===== src/rtl/pam4_rx_pkg.sv =====
// Shared constants and types for the PAM4 RGB receive path.
// Channel count, run-counter width, level encoding and the per-channel run state.
package pam4_rx_pkg;

  localparam int NUM_CH = 3;
  localparam int CNT_W  = 12;
  localparam int CH_W   = 2;

  localparam logic LEVEL_HIGH = 1'b1;
  localparam logic LEVEL_LOW  = 1'b0;

  typedef enum logic {
    ST_IDLE = 1'b0,
    ST_RUN  = 1'b1
  } run_state_e;

  // Round-robin successor of a channel index, wrapping after the last channel.
  function automatic logic [CH_W-1:0] next_ch(input logic [CH_W-1:0] ch);
    return (int'(ch) == NUM_CH - 1) ? '0 : ch + CH_W'(1);
  endfunction

endpackage


===== src/rtl/edge_run_meter_if.sv =====
// Run-record stream from edge_run_meter to the symbol decoder (valid/ready).
// master = record producer, slave = consumer.
interface edge_run_meter_if #(
  parameter int CNT_W = pam4_rx_pkg::CNT_W
);
  import pam4_rx_pkg::*;

  logic             out_valid;
  logic             out_ready;
  logic [CH_W-1:0]  out_ch;
  logic             out_level;
  logic [CNT_W-1:0] out_width;
  logic             out_sat;

  modport master (
    output out_valid, out_ch, out_level, out_width, out_sat,
    input  out_ready
  );

  modport slave (
    input  out_valid, out_ch, out_level, out_width, out_sat,
    output out_ready
  );

endinterface


===== src/rtl/edge_run_counter.sv =====
// One channel: IDLE/RUN state, saturating run-length counter and a 1-deep
// pending record register that the top-level arbiter drains via grant.
module edge_run_counter
  import pam4_rx_pkg::*;
#(
  parameter int CNT_W = pam4_rx_pkg::CNT_W
) (
  input  logic             clk,
  input  logic             rst,
  input  logic             rise,
  input  logic             fall,
  input  logic             grant,
  output logic             pend_valid,
  output logic             pend_level,
  output logic [CNT_W-1:0] pend_width,
  output logic             pend_sat,
  output logic             drop
);

  localparam logic [CNT_W-1:0] CNT_MAX = '1;
  localparam logic [CNT_W-1:0] CNT_ONE = CNT_W'(1);

  run_state_e       state, state_nxt;
  logic [CNT_W-1:0] cnt, cnt_nxt;
  logic             any_edge;
  logic             close_level;
  logic             offer;

  assign any_edge    = rise | fall;
  // A simultaneous rise+fall is treated as a rise: the run that ends was low.
  assign close_level = rise ? LEVEL_LOW : LEVEL_HIGH;

  // NOTE: every output of this block gets a default first so no latch is inferred.
  always_comb begin
    state_nxt = state;
    cnt_nxt   = cnt;
    offer     = 1'b0;
    case (state)
      ST_IDLE: begin
        if (any_edge) begin
          state_nxt = ST_RUN;
          cnt_nxt   = CNT_ONE;
        end
      end
      ST_RUN: begin
        if (any_edge) begin
          offer   = 1'b1;
          cnt_nxt = CNT_ONE;
        end else if (cnt != CNT_MAX) begin
          cnt_nxt = cnt + CNT_ONE;
        end
      end
      default: state_nxt = ST_IDLE;
    endcase
  end

  // A grant empties the slot this cycle, so a coincident offer is never a drop.
  assign drop = offer && pend_valid && !grant;

  // NOTE: sequential state uses non-blocking assignments only.
  // NOTE: the pending record fields are reset too, so a reset leaves all outputs at 0.
  always_ff @(posedge clk) begin
    if (rst) begin
      state      <= ST_IDLE;
      cnt        <= '0;
      pend_valid <= 1'b0;
      pend_level <= 1'b0;
      pend_width <= '0;
      pend_sat   <= 1'b0;
    end else begin
      state <= state_nxt;
      cnt   <= cnt_nxt;
      if (offer && !drop) begin
        pend_valid <= 1'b1;
        pend_level <= close_level;
        pend_width <= cnt;
        pend_sat   <= (cnt == CNT_MAX);
      end else if (grant) begin
        pend_valid <= 1'b0;
      end
    end
  end

endmodule


===== src/rtl/edge_run_meter.sv =====
// Measures runs between edges on NUM_CH channels and merges the completed runs
// into one valid/ready record stream through a round-robin arbiter.
module edge_run_meter
  import pam4_rx_pkg::*;
#(
  parameter int CNT_W = pam4_rx_pkg::CNT_W
) (
  input  logic              clk,
  input  logic              rst,
  input  logic [NUM_CH-1:0] rising_edge,
  input  logic [NUM_CH-1:0] falling_edge,
  input  logic              clr_ovf,
  output logic [NUM_CH-1:0] ovf,
  edge_run_meter_if.master  rec
);

  logic [NUM_CH-1:0] pend_valid;
  logic [NUM_CH-1:0] pend_level;
  logic [NUM_CH-1:0] pend_sat;
  logic [NUM_CH-1:0] drop;
  logic [NUM_CH-1:0] grant;
  logic [CNT_W-1:0]  pend_width [NUM_CH];

  logic [CH_W-1:0]   ptr;
  logic [CH_W-1:0]   gnt_ch;
  logic              any_pend;
  logic              load_en;
  int                idx;

  for (genvar g = 0; g < NUM_CH; g++) begin : g_ch
    edge_run_counter #(.CNT_W(CNT_W)) u_cnt (
      .clk        (clk),
      .rst        (rst),
      .rise       (rising_edge[g]),
      .fall       (falling_edge[g]),
      .grant      (grant[g]),
      .pend_valid (pend_valid[g]),
      .pend_level (pend_level[g]),
      .pend_width (pend_width[g]),
      .pend_sat   (pend_sat[g]),
      .drop       (drop[g])
    );
  end

  // The output register may take a new record when empty or when it is leaving.
  assign load_en = !rec.out_valid || rec.out_ready;

  always_comb begin
    any_pend = 1'b0;
    gnt_ch   = '0;
    grant    = '0;
    idx      = 0;
    for (int i = 0; i < NUM_CH; i++) begin
      idx = (int'(ptr) + i) % NUM_CH;
      if (!any_pend && pend_valid[idx]) begin
        any_pend = 1'b1;
        gnt_ch   = CH_W'(idx);
      end
    end
    if (load_en && any_pend) grant[gnt_ch] = 1'b1;
  end

  always_ff @(posedge clk) begin
    if (rst) begin
      rec.out_valid <= 1'b0;
      rec.out_ch    <= '0;
      rec.out_level <= 1'b0;
      rec.out_width <= '0;
      rec.out_sat   <= 1'b0;
      ptr           <= '0;
      ovf           <= '0;
    end else begin
      if (load_en) begin
        rec.out_valid <= any_pend;
        if (any_pend) begin
          rec.out_ch    <= gnt_ch;
          rec.out_level <= pend_level[gnt_ch];
          rec.out_width <= pend_width[gnt_ch];
          rec.out_sat   <= pend_sat[gnt_ch];
          ptr           <= next_ch(gnt_ch);
        end
      end
      // A drop in the same cycle as the clear still leaves its flag set.
      ovf <= (clr_ovf ? '0 : ovf) | drop;
    end
  end

endmodule


===== src/flat_wrapper.sv =====
// flat-port wrapper written by rule: the top's interface ports become plain ports
module edge_run_meter_flat import pam4_rx_pkg::*;
#(
  parameter int CNT_W = pam4_rx_pkg::CNT_W
)
  (clk, rst, rising_edge, falling_edge, clr_ovf, ovf, rec_out_valid, rec_out_ch, rec_out_level, rec_out_width, rec_out_sat, rec_out_ready);
  edge_run_meter_if #(.CNT_W(CNT_W)) rec_i ();
  input  logic clk;
  input  logic rst;
  input  logic [NUM_CH-1:0] rising_edge;
  input  logic [NUM_CH-1:0] falling_edge;
  input  logic clr_ovf;
  output logic [NUM_CH-1:0] ovf;
  output wire logic [$bits(rec_i.out_valid)-1:0] rec_out_valid;
  output wire logic [$bits(rec_i.out_ch)-1:0] rec_out_ch;
  output wire logic [$bits(rec_i.out_level)-1:0] rec_out_level;
  output wire logic [$bits(rec_i.out_width)-1:0] rec_out_width;
  output wire logic [$bits(rec_i.out_sat)-1:0] rec_out_sat;
  input wire logic [$bits(rec_i.out_ready)-1:0] rec_out_ready;
  assign rec_out_valid = rec_i.out_valid;
  assign rec_out_ch = rec_i.out_ch;
  assign rec_out_level = rec_i.out_level;
  assign rec_out_width = rec_i.out_width;
  assign rec_out_sat = rec_i.out_sat;
  assign rec_i.out_ready = rec_out_ready;
  edge_run_meter #(.CNT_W(CNT_W)) u_core (.clk(clk), .rst(rst), .rising_edge(rising_edge), .falling_edge(falling_edge), .clr_ovf(clr_ovf), .ovf(ovf), .rec(rec_i));
endmodule

===== config.mk =====
export PLATFORM = sky130hd
export DESIGN_NAME = edge_run_meter_flat
export DESIGN_NICKNAME = d
export VERILOG_FILES = /design/src/rtl/pam4_rx_pkg.sv /design/src/rtl/edge_run_meter_if.sv /design/src/rtl/edge_run_counter.sv /design/src/rtl/edge_run_meter.sv /design/src/flat_wrapper.sv
export SDC_FILE = /design/constraint.sdc
export NUM_CORES = 1
export LEC_CHECK = 0
export ABC_AREA = 1
export BUFFER_PORTS_ARGS = -buffer_cell sky130_fd_sc_hd__buf_2
export CORE_MARGIN = 10
export CORE_UTILIZATION = 40
export DETAILED_ROUTE_END_ITERATION = 6
export PLACE_DENSITY = 0.53
export SLEW_MARGIN = 40
export SYNTH_ARGS = -nofsm -noshare
export SYNTH_HDL_FRONTEND = slang
export SYNTH_SLANG_ARGS = --single-unit

===== constraint.sdc =====
create_clock -name clk -period 4.95 [get_ports clk]
set_clock_uncertainty 0.05 [all_clocks]
set_input_delay 1.2375 -clock clk [delete_from_list [all_inputs] [get_ports clk]]
set_output_delay 1.2375 -clock clk [all_outputs]
set_load 0.01 [all_outputs]

==> flow_summary.yaml, run 1 <==
critical_path:
  end_kind: "register"
  ff2ff_path_depth: 14
  path_class: "register to register"
  worstPathArrival_ns: 3.37
  timing.rr.end: "u_core.g_ch[2].u_cnt.pend_width[1]"
  r2r_setup_slack_ns: 1.77
  timing.rr.start: "u_core.ptr[0]"
  cp_slowest_stage_delay_ns: 0.50
  slowest_stage: "nand2_2"
  cpMostUsedCell: "nand2_1"
  crit_chain: "inv_1 -> ha_1 -> inv_2 -> nand2_1 -> nand3_1 -> nand2_2 -> nand3_2 -> nand2_1 -> inv_2 -> nand3_2 -> nand2_2 -> nand3_1 -> nand2_1 -> nor2_1"
  critPathLaunchType: "register"
  path_max_fanout: 29
  critPathRequiredTime_ns: 5.14
grt:
  antenna_found_initial: 0
  grt.overflow.total: 0
  grt_pass1_vias: 4385
  grt_pass1_wl_um: 21200
  grt_usage_pct: 14.5
  grt_max_degree: 40
layout:
  final_util_pct: 45.8
  final_cells: 901
  fin_nets: 746
  layout-drive-gt1-share_pct: 11.2
  area_delta_synth_final_pct: 10.4
  antenna_cells: 0
logic_synthesis:
  synth.net_count: 735
  synth_edf_count: 0
  synthCells: 718
  yosysMostFrequentCell: "nand2_1"
  synth_top_area_share_pct: 42.0
  yosysUniqueCellTypes: 32
  synth_warnings: 0
  synth-seq-area-share_pct: 42.0
  yosys.area.top_type: "dfxtp_1"
  synth_area_per_cell_um2: 7.03
  synth-seq-cells: 106
  synth_common_cells: "112 x nand2_1, 106 x dfxtp_1, 97 x a21oi_1, 96 x nor2_1, 82 x inv_1"
  synth_ff_type: "dfxtp_1"
  synthArstFlopShare_pct: 0
  synth_area_um2: 5050
  synth_area_leaders: "dfxtp_1 42%, a21oi_1 9.6%, nand2_1 8.3%"
clock_network:
  cts_buffer_depth: 2
  cts_sinks: 106
  cts-resized-gates: 0
  cts_max_level: 3
  path_clk_slew_ns: 0.07
  cts-root-buf: "clkbuf_16"
  hold_buffers: 0
  cts_buffers: 9
  cts_tree: "yes"
  clock_latency_ns: 0.34
  postCtsSetupRepairBufs: 0
die:
  die_area_um2: 17500
  pin_count: 30
  start_util_pct: 41.5
  rows: 40
  core_area_um2: 12200
  die_h_um: 132
  die_x_um: 132
timing:
  fmax_ghz: 0.314
  rsz0062_at_grt: "no"
  max-slew-margin-rel_pct: 56.8
  finalCriticalPeriod_ns: 3.18
  worst_pin_slew_ns: 0.646
  finalMaxSlewViolations: 0
  holdWs_ns: 0.413
  fin_setup_tns_ns: 0
  finalHoldViolCount: 0
  min_period_over_period_pct: 64.2
  setup_viol: 0
worst_hold_path:
  min-delay-path-class: "register to register"
  hold_path.startpoint: "u_core.ovf[0]"
  hold_depth: 2
  holdPathEnd: "u_core.ovf[0]"
route:
  detail_route.vias_per_cell: 5.03
  routed_wl_um: 12500
  firstDrtPassIters: 5
  wl_per_cell_um: 13.9
  drcViolationCount: 0
  vias: 4536
  antenna_left: 0
  initialDrtViolationCount: 388
placement:
  dpl.hpwl_um: 9250
  gp_congestion: 0.878
  dp.cells: 886
  io_buffer_count: 29
outcome:
  status: "completed"
run:
  drv_cap: 0
power:
  p_total_w: 0.00317
  power_density_nw_per_um2: 569
  ir_drop_uv: 284
  power_leakage_nw: 2.22
[state kept, by name, indices dropped and copies added, names as in the netlist, 2 cells and up]
register and flops:
u_core.g_ch.u_cnt.state 3, u_core.g_ch.u_cnt.pend_width 36, u_core.ovf 3, u_core.rec.out_width 12, u_core.g_ch.u_cnt.pend_sat 3, u_core.rec.out_ch 2, u_core.g_ch.u_cnt.pend_valid 3, u_core.ptr 2
u_core.g_ch.u_cnt.pend_level 3, u_core.g_ch.u_cnt.cnt 36
[layer usage]
layer | share of wire, % | routed length, µm | global-route usage (%) | vias up
met5 | 0 | 0 | 0 | -
met4 | 0.76 | 95 | 2.93 | 0
met3 | 4.2 | 519 | 4.08 | 6
met2 | 47 | 5930 | 23.9 | 63
met1 | 48 | 5950 | 18.3 | 2093
li1 | - | - | - | 2374
[logic make-up after synthesis]
family                     after synthesis  share of synthesized area [%]
adders and majority gates                7                           1.74
DFF                                    106                           42.0
xor gates and xnor gates                 3                          0.521
and+or+nand+nor                        316                           27.5
AOI/OAI and AO/OA                      165                           17.9
buffers and inverters                  121                           10.3
[stage by stage]
stage	setup WS, ns	cell area [µm²]
finish	1.77	5570
global route	1.41	5570
CTS	1.56	5570
detailed placement	1.45	5250
global placement	1.55	5240
floorplan	2.72	5050
[how the worst max path moves through the flow]
stage                                                     end           from
final                      u_core.g_ch[2].u_cnt.pend_width[1]  u_core.ptr[0]
after global routing       u_core.g_ch[2].u_cnt.pend_width[1]  u_core.ptr[0]
after CTS                  u_core.g_ch[0].u_cnt.pend_width[8]  u_core.ptr[0]
after detailed placement   u_core.g_ch[0].u_cnt.pend_width[8]  rec_out_ready
after global placement     u_core.g_ch[0].u_cnt.pend_width[3]  rec_out_ready
after floorplan           u_core.g_ch[0].u_cnt.pend_width[11]  rec_out_ready
[placed cells by master (no fill, tap or decap), drive strengths merged]
| cell type | netlist | layout |
|---|---|---|
| a311oi | 1 | 1 |
| nor2 | 99 | 99 |
| bufinv | 0 | 2 |
| a21oi | 106 | 106 |
| nand3 | 75 | 75 |
| ha | 7 | 7 |
| nor4 | 4 | 4 |
| clkbuf | 15 | 13 |
| nand2 | 118 | 118 |
| xor2 | 3 | 3 |
| a211oi | 8 | 8 |
| nand4 | 5 | 5 |
| o21ai | 47 | 47 |
| dfxtp | 106 | 106 |
| nor3b | 1 | 1 |
| nor3 | 14 | 14 |
| o21a | 2 | 2 |
| a31oi | 1 | 1 |
| buf | 17 | 32 |
| inv | 89 | 89 |
[critical path, delay by kind of cell (launching register included)]
kind / cells / cell delay, ns
DFF: 1 / 0.39
and+or+nand+nor: 10 / 1.62
adders and majority gates: 1 / 0.40
buffers and inverters: 3 / 0.61
[power breakdown]
group	leakage, nW	internal (W)	switching, W	total [W]
clock network	0.156	0.000469	0.000305	0.000774
registers	0.868	0.000977	0.0000802	0.00106
logic	1.20	0.000395	0.000947	0.00134
total	2.22	0.00184	0.00133	0.00317
[final cells by class]
class                   instances  area, µm²
well taps                     168        210
fillers                      1285       6590
clock buffers                  13        260
clock inverters                 2       60.1
flip-flops and latches        106       2120
repair buffers                 32        168
multi-input cells             491       2420
inverters                      89        334
No activity file was read; power rests on OpenSTA's default activity.
==> run 2, diff against run 1 <==
- PLACE_DENSITY: 0.53 -> 0.55
- clock period: 4.95 -> 2.87 ns (I/O delays scaled with it)
==> flow_summary.yaml, run 2 (same netlist as run 1, synthesis figures left out) <==
clock_network:
  cts_tree: "yes"
  cts-root-buf: "clkbuf_16"
  postCtsSetupRepairBufs: 0
  path_clk_slew_ns: 0.07
  cts_max_level: 3
  cts_buffer_depth: 2
  cts_buffers: 9
  clock_latency_ns: 0.35
  cts_sinks: 106
grt:
  grt_max_degree: 58
  grt.overflow.total: 0
  grt_usage_pct: 14.4
  grt_pass1_vias: 4248
  grt_pass1_wl_um: 20900
  antenna_found_initial: 0
timing:
  finalMaxSlewViolations: 0
  holdWs_ns: 0.418
  setup_viol: 0
  min_period_over_period_pct: 89.3
  finalCriticalPeriod_ns: 2.56
  max-slew-margin-rel_pct: 58.3
  rsz0062_at_grt: "no"
  finalHoldViolCount: 0
  fmax_ghz: 0.390
  fin_setup_tns_ns: 0
  worst_pin_slew_ns: 0.620
die:
  rows: 40
  start_util_pct: 41.5
  die_h_um: 132
  pin_count: 30
  die_area_um2: 17500
  core_area_um2: 12200
  die_x_um: 132
power:
  power_density_nw_per_um2: 977
  power_frac_seq_pct: 33.1
  p_int_w: 0.00313
  power_leakage_nw: 2.24
  ir_drop_uv: 450
  power.switching_w: 0.00235
  swShare_pct: 42.8
  clkPwrFrac_pct: 23.2
  combPwrFrac_pct: 43.7
run:
  drv_cap: 0
route:
  drcViolationCount: 0
  antenna_left: 0
  wl_per_cell_um: 13.8
  vias: 4582
  firstDrtPassIters: 5
  detail_route.vias_per_cell: 5.04
  initialDrtViolationCount: 319
  routed_wl_um: 12600
placement:
  dpl.hpwl_um: 9140
  dp.cells: 893
  io_buffer_count: 29
  gp_congestion: 0.846
worst_hold_path:
  min-delay-path-class: "register to register"
  hold_depth: 2
  hold_path.startpoint: "u_core.ovf[1]"
  holdPathEnd: "u_core.ovf[1]"
layout:
  area_delta_synth_final_pct: 11.1
  reg_top3: "u_core.g_ch.u_cnt.cnt: 36 flops, u_core.g_ch.u_cnt.pend_width: 36 flops, u_core.rec.out_width: 12 flops"
  layout_commonest_cell: "nand2_1"
  fin_nets: 753
  layout-drive-gt1-share_pct: 12.1
  final_cells: 909
  most-common-layout-cells: "112 x nand2_1, 106 x dfxtp_1, 97 x a21oi_1"
  antenna_cells: 0
critical_path:
  ff2ff_path_depth: 15
  timing.rr.end: "u_core.g_ch[1].u_cnt.pend_width[2]"
  end_kind: "register"
  timing.rr.start: "u_core.ptr[0]"
  critPathRequiredTime_ns: 3.11
  critPathLaunchType: "register"
  path_class: "register to register"
  worstPathArrival_ns: 2.81
  r2r_setup_slack_ns: 0.31
  path_max_fanout: 18
outcome:
  status: "completed"
-- run 2: timing repair --
action                                  in CTS  in global routing
hold buffers                                 0                  0
resized for setup                            0                  1
endpoints found under the setup margin       0                 10
-- run 2: cell type report --
| cell class | count | area, µm² |
|---|---|---|
| Timing Repair Buffer | 39 | 220 |
| Clock buffer | 9 | 225 |
| Multi-Input combinational cell | 491 | 2420 |
| Sequential cell | 106 | 2120 |
| Inverter | 89 | 334 |
| Fill cell | 1303 | 6550 |
| Tap cell | 168 | 210 |
| Clock inverter | 7 | 80.1 |
-- run 2: worst max-delay path by stage --
stage                  startpoint                             endpoint  slack [ns]  depth (start not counted)
finish              u_core.ptr[0]   u_core.g_ch[1].u_cnt.pend_width[2]        0.31                         15
global route        u_core.ptr[0]   u_core.g_ch[1].u_cnt.pend_width[9]        0.04                         15
CTS                 u_core.ptr[0]  u_core.g_ch[2].u_cnt.pend_width[10]        0.22                         15
detailed placement  u_core.ptr[0]  u_core.g_ch[2].u_cnt.pend_width[10]        0.23                         15
global placement    u_core.ptr[0]  u_core.g_ch[2].u_cnt.pend_width[10]        0.34                         15
floorplan           u_core.ptr[0]  u_core.g_ch[0].u_cnt.pend_width[11]        0.79                         15
-- run 2: power by group through the flow --
stage          clock network (W)  logic, W  registers (W)
2_1_floorplan                  0   0.00188        0.00185
3_3_place_gp                   0   0.00234        0.00184
3_5_place_dp                   0   0.00238        0.00185
4_1_cts                  0.00131   0.00239        0.00181
5_1_grt                  0.00138   0.00270        0.00184
6_report                 0.00127   0.00239        0.00182
-- run 2: metrics by stage --
step           instance area, µm²  utilization [%]  total power, W  worst slack (ns)
2_1_floorplan                5050                -         0.00373             0.791
3_3_place_gp                 5300             43.5         0.00418             0.341
3_5_place_dp                 5300             43.5         0.00422             0.234
4_1_cts                      5600             46.1         0.00551             0.221
5_1_grt                      5610             46.1         0.00593            0.0395
6_report                     5610             46.1         0.00548             0.308
-- run 2: critical path, cell delays in order (launching register included) --
cell and delay, ns:
dfxtp_1 0.38, inv_1 0.08, ha_1 0.40, inv_2 0.13, nand2_1 0.06, nand3_1 0.10, nand2_2 0.08, nand3_2 0.07
nand2_1 0.07, inv_2 0.23, o21ai_2 0.15, nand2_4 0.17, inv_2 0.07, nor2_4 0.27, nor2_1 0.07, nor2_1 0.10
-- run 2: layer usage --
metal	wire length, µm	track usage [%]
met1	6070	18.7
met4	86	2.81
met5	0	0
met3	506	4.19
met2	5900	23.0
==> run 3, diff against run 2 <==
- CORE_ASPECT_RATIO: unset -> 0.6
- SLEW_MARGIN: 40 -> 20
==> flow_summary.yaml, run 3 (same netlist as run 1, synthesis figures left out) <==
critical_path:
  slowest_stage: "ha_1"
  cpMostUsedCell: "inv_2"
  path_class: "register to register"
  cp-startpoint: "u_core.ptr[0]"
  path_max_fanout: 18
  cp_slowest_stage_delay_ns: 0.41
  critPathRequiredTime_ns: 3.11
  worstPathArrival_ns: 2.77
  end_kind: "register"
  crit_chain: "inv_1 -> ha_1 -> inv_2 -> nand3_1 -> nand2_1 -> inv_2 -> nand3_2 -> nand2_1 -> clkinv_2 -> o21ai_2 -> nand2_4 -> inv_2 -> nor2_4 -> nor2_1 -> nor2_1"
  critPathLaunchType: "register"
  timing.rr.start: "u_core.ptr[0]"
timing:
  worst_pin_slew_ns: 0.891
  max-slew-margin-rel_pct: 40.4
  finalMaxSlewViolations: 0
  finalHoldViolCount: 0
  finalCriticalPeriod_ns: 2.53
  min_period_over_period_pct: 88.2
  fmax_ghz: 0.395
  fin_setup_tns_ns: 0
  rsz0062_at_grt: "no"
  setup_viol: 0
clock_network:
  cts-resized-gates: 0
  hold_buffers: 0
  cts_tree: "yes"
  clock_latency_ns: 0.35
  cts-root-buf: "clkbuf_16"
  path_clk_slew_ns: 0.08
  cts_buffer_depth: 2
  cts_sinks: 106
  cts_buffers: 9
  cts_max_level: 3
  postCtsSetupRepairBufs: 0
grt:
  antenna_found_initial: 0
  grt_pass1_wl_um: 21700
  grt_usage_pct: 14.8
  grt_max_degree: 58
  grt.overflow.total: 0
  grt_pass1_vias: 4408
die:
  die_h_um: 107
  pin_count: 30
  start_util_pct: 41.3
  die_x_um: 165
  core_area_um2: 12200
  die_area_um2: 17700
  rows: 31
route:
  vias: 4631
  firstDrtPassIters: 5
  drcViolationCount: 0
  antenna_left: 0
  initialDrtViolationCount: 304
  routed_wl_um: 12900
  wl_per_cell_um: 14.3
  detail_route.vias_per_cell: 5.12
placement:
  io_buffer_count: 29
  dpl.hpwl_um: 9610
  gp_congestion: 0.920
  dp.cells: 889
worst_hold_path:
  min-delay-path-class: "register to register"
  hold_path.startpoint: "u_core.rec.out_ch[0]"
layout:
  final_cells: 905
  fin_nets: 752
  antenna_cells: 0
  reg_top3: "u_core.g_ch.u_cnt.cnt: 36 flops, u_core.g_ch.u_cnt.pend_width: 36 flops, u_core.rec.out_width: 12 flops"
  layout_commonest_cell: "nand2_1"
  nFillCells: 1280
  final_util_pct: 45.9
  most-common-layout-cells: "112 x nand2_1, 106 x dfxtp_1, 97 x a21oi_1"
  area_delta_synth_final_pct: 11.1
  layout-drive-gt1-share_pct: 11.9
power:
  power_leakage_nw: 2.25
  power_density_nw_per_um2: 975
  ir_drop_uv: 539
run:
  drv_cap: 0
outcome:
  status: "completed"
## run 3: cell types whose count changed in the layout (fill, tap and decap cells not counted), moves of 2 or more
cell,delta
clkbuf_8,+2
clkinv_2,+2
clkinv_4,-2
clkinvlp_4,-2
nor2_2,-2
## run 3: cell type report
class / instances / area [µm²] / share of cell area, %
Clock buffer: 11 / 253 / 4.51
Clock inverter: 5 / 61.3 / 1.09
Inverter: 89 / 335 / 5.98
Multi-Input combinational cell: 491 / 2410 / 43.1
Sequential cell: 106 / 2120 / 37.9
Tap cell: 165 / 206 / 3.68
Timing Repair Buffer: 38 / 213 / 3.79
## run 3: routing by layer
layer  track usage, %  part of all wire, %  vias up
li1                 -                    -     2397
met1             22.6                   56     2133
met2             20.4                   39       96
met3             3.59                  5.2        5
met4             2.90                 0.44        0
met5                0                    0        -
## run 3: per-stage QoR
| step | total power, W | area [µm²] | hold slack, ns | worst slack (ns) |
|---|---|---|---|---|
| 6_report | 0.00547 | 5610 | 0.414 | 0.339 |
| 5_1_grt | 0.00589 | 5610 | 0.441 | 0.0166 |
| 4_1_cts | 0.00547 | 5600 | 0.416 | 0.279 |
| 3_5_place_dp | 0.00417 | 5290 | 0.405 | 0.299 |
| 3_3_place_gp | 0.00415 | 5290 | 0.398 | 0.390 |
| 2_1_floorplan | 0.00373 | 5050 | 0.385 | 0.791 |
## run 3: worst paths after layout
check / cells after the start / slack (ns) / end
max: 15 / 0.34 / u_core.g_ch[1].u_cnt.pend_width[2]
min: 2 / 0.41 / u_core.rec.out_ch[0]
max reg2reg: 15 / 0.34 / u_core.g_ch[1].u_cnt.pend_width[2]
min reg2reg: 2 / 0.41 / u_core.rec.out_ch[0]
## run 3: power by group
part	switching [W]	total, W	internal [W]
clock network	0.000566	0.00130	0.000730
registers	0.000146	0.00183	0.00168
logic	0.00158	0.00234	0.000757
total	0.00229	0.00547	0.00317
## run 3: worst max-delay path: cells and delay by family, from the launching register on
family	cells	cell delay (ns)
adder cells (fa/ha/maj)	1	0.41
buffers and inverters	5	0.53
AO/OA/AOI/OAI	1	0.14
AND/OR/NAND/NOR	8	0.97
flip-flops	1	0.38
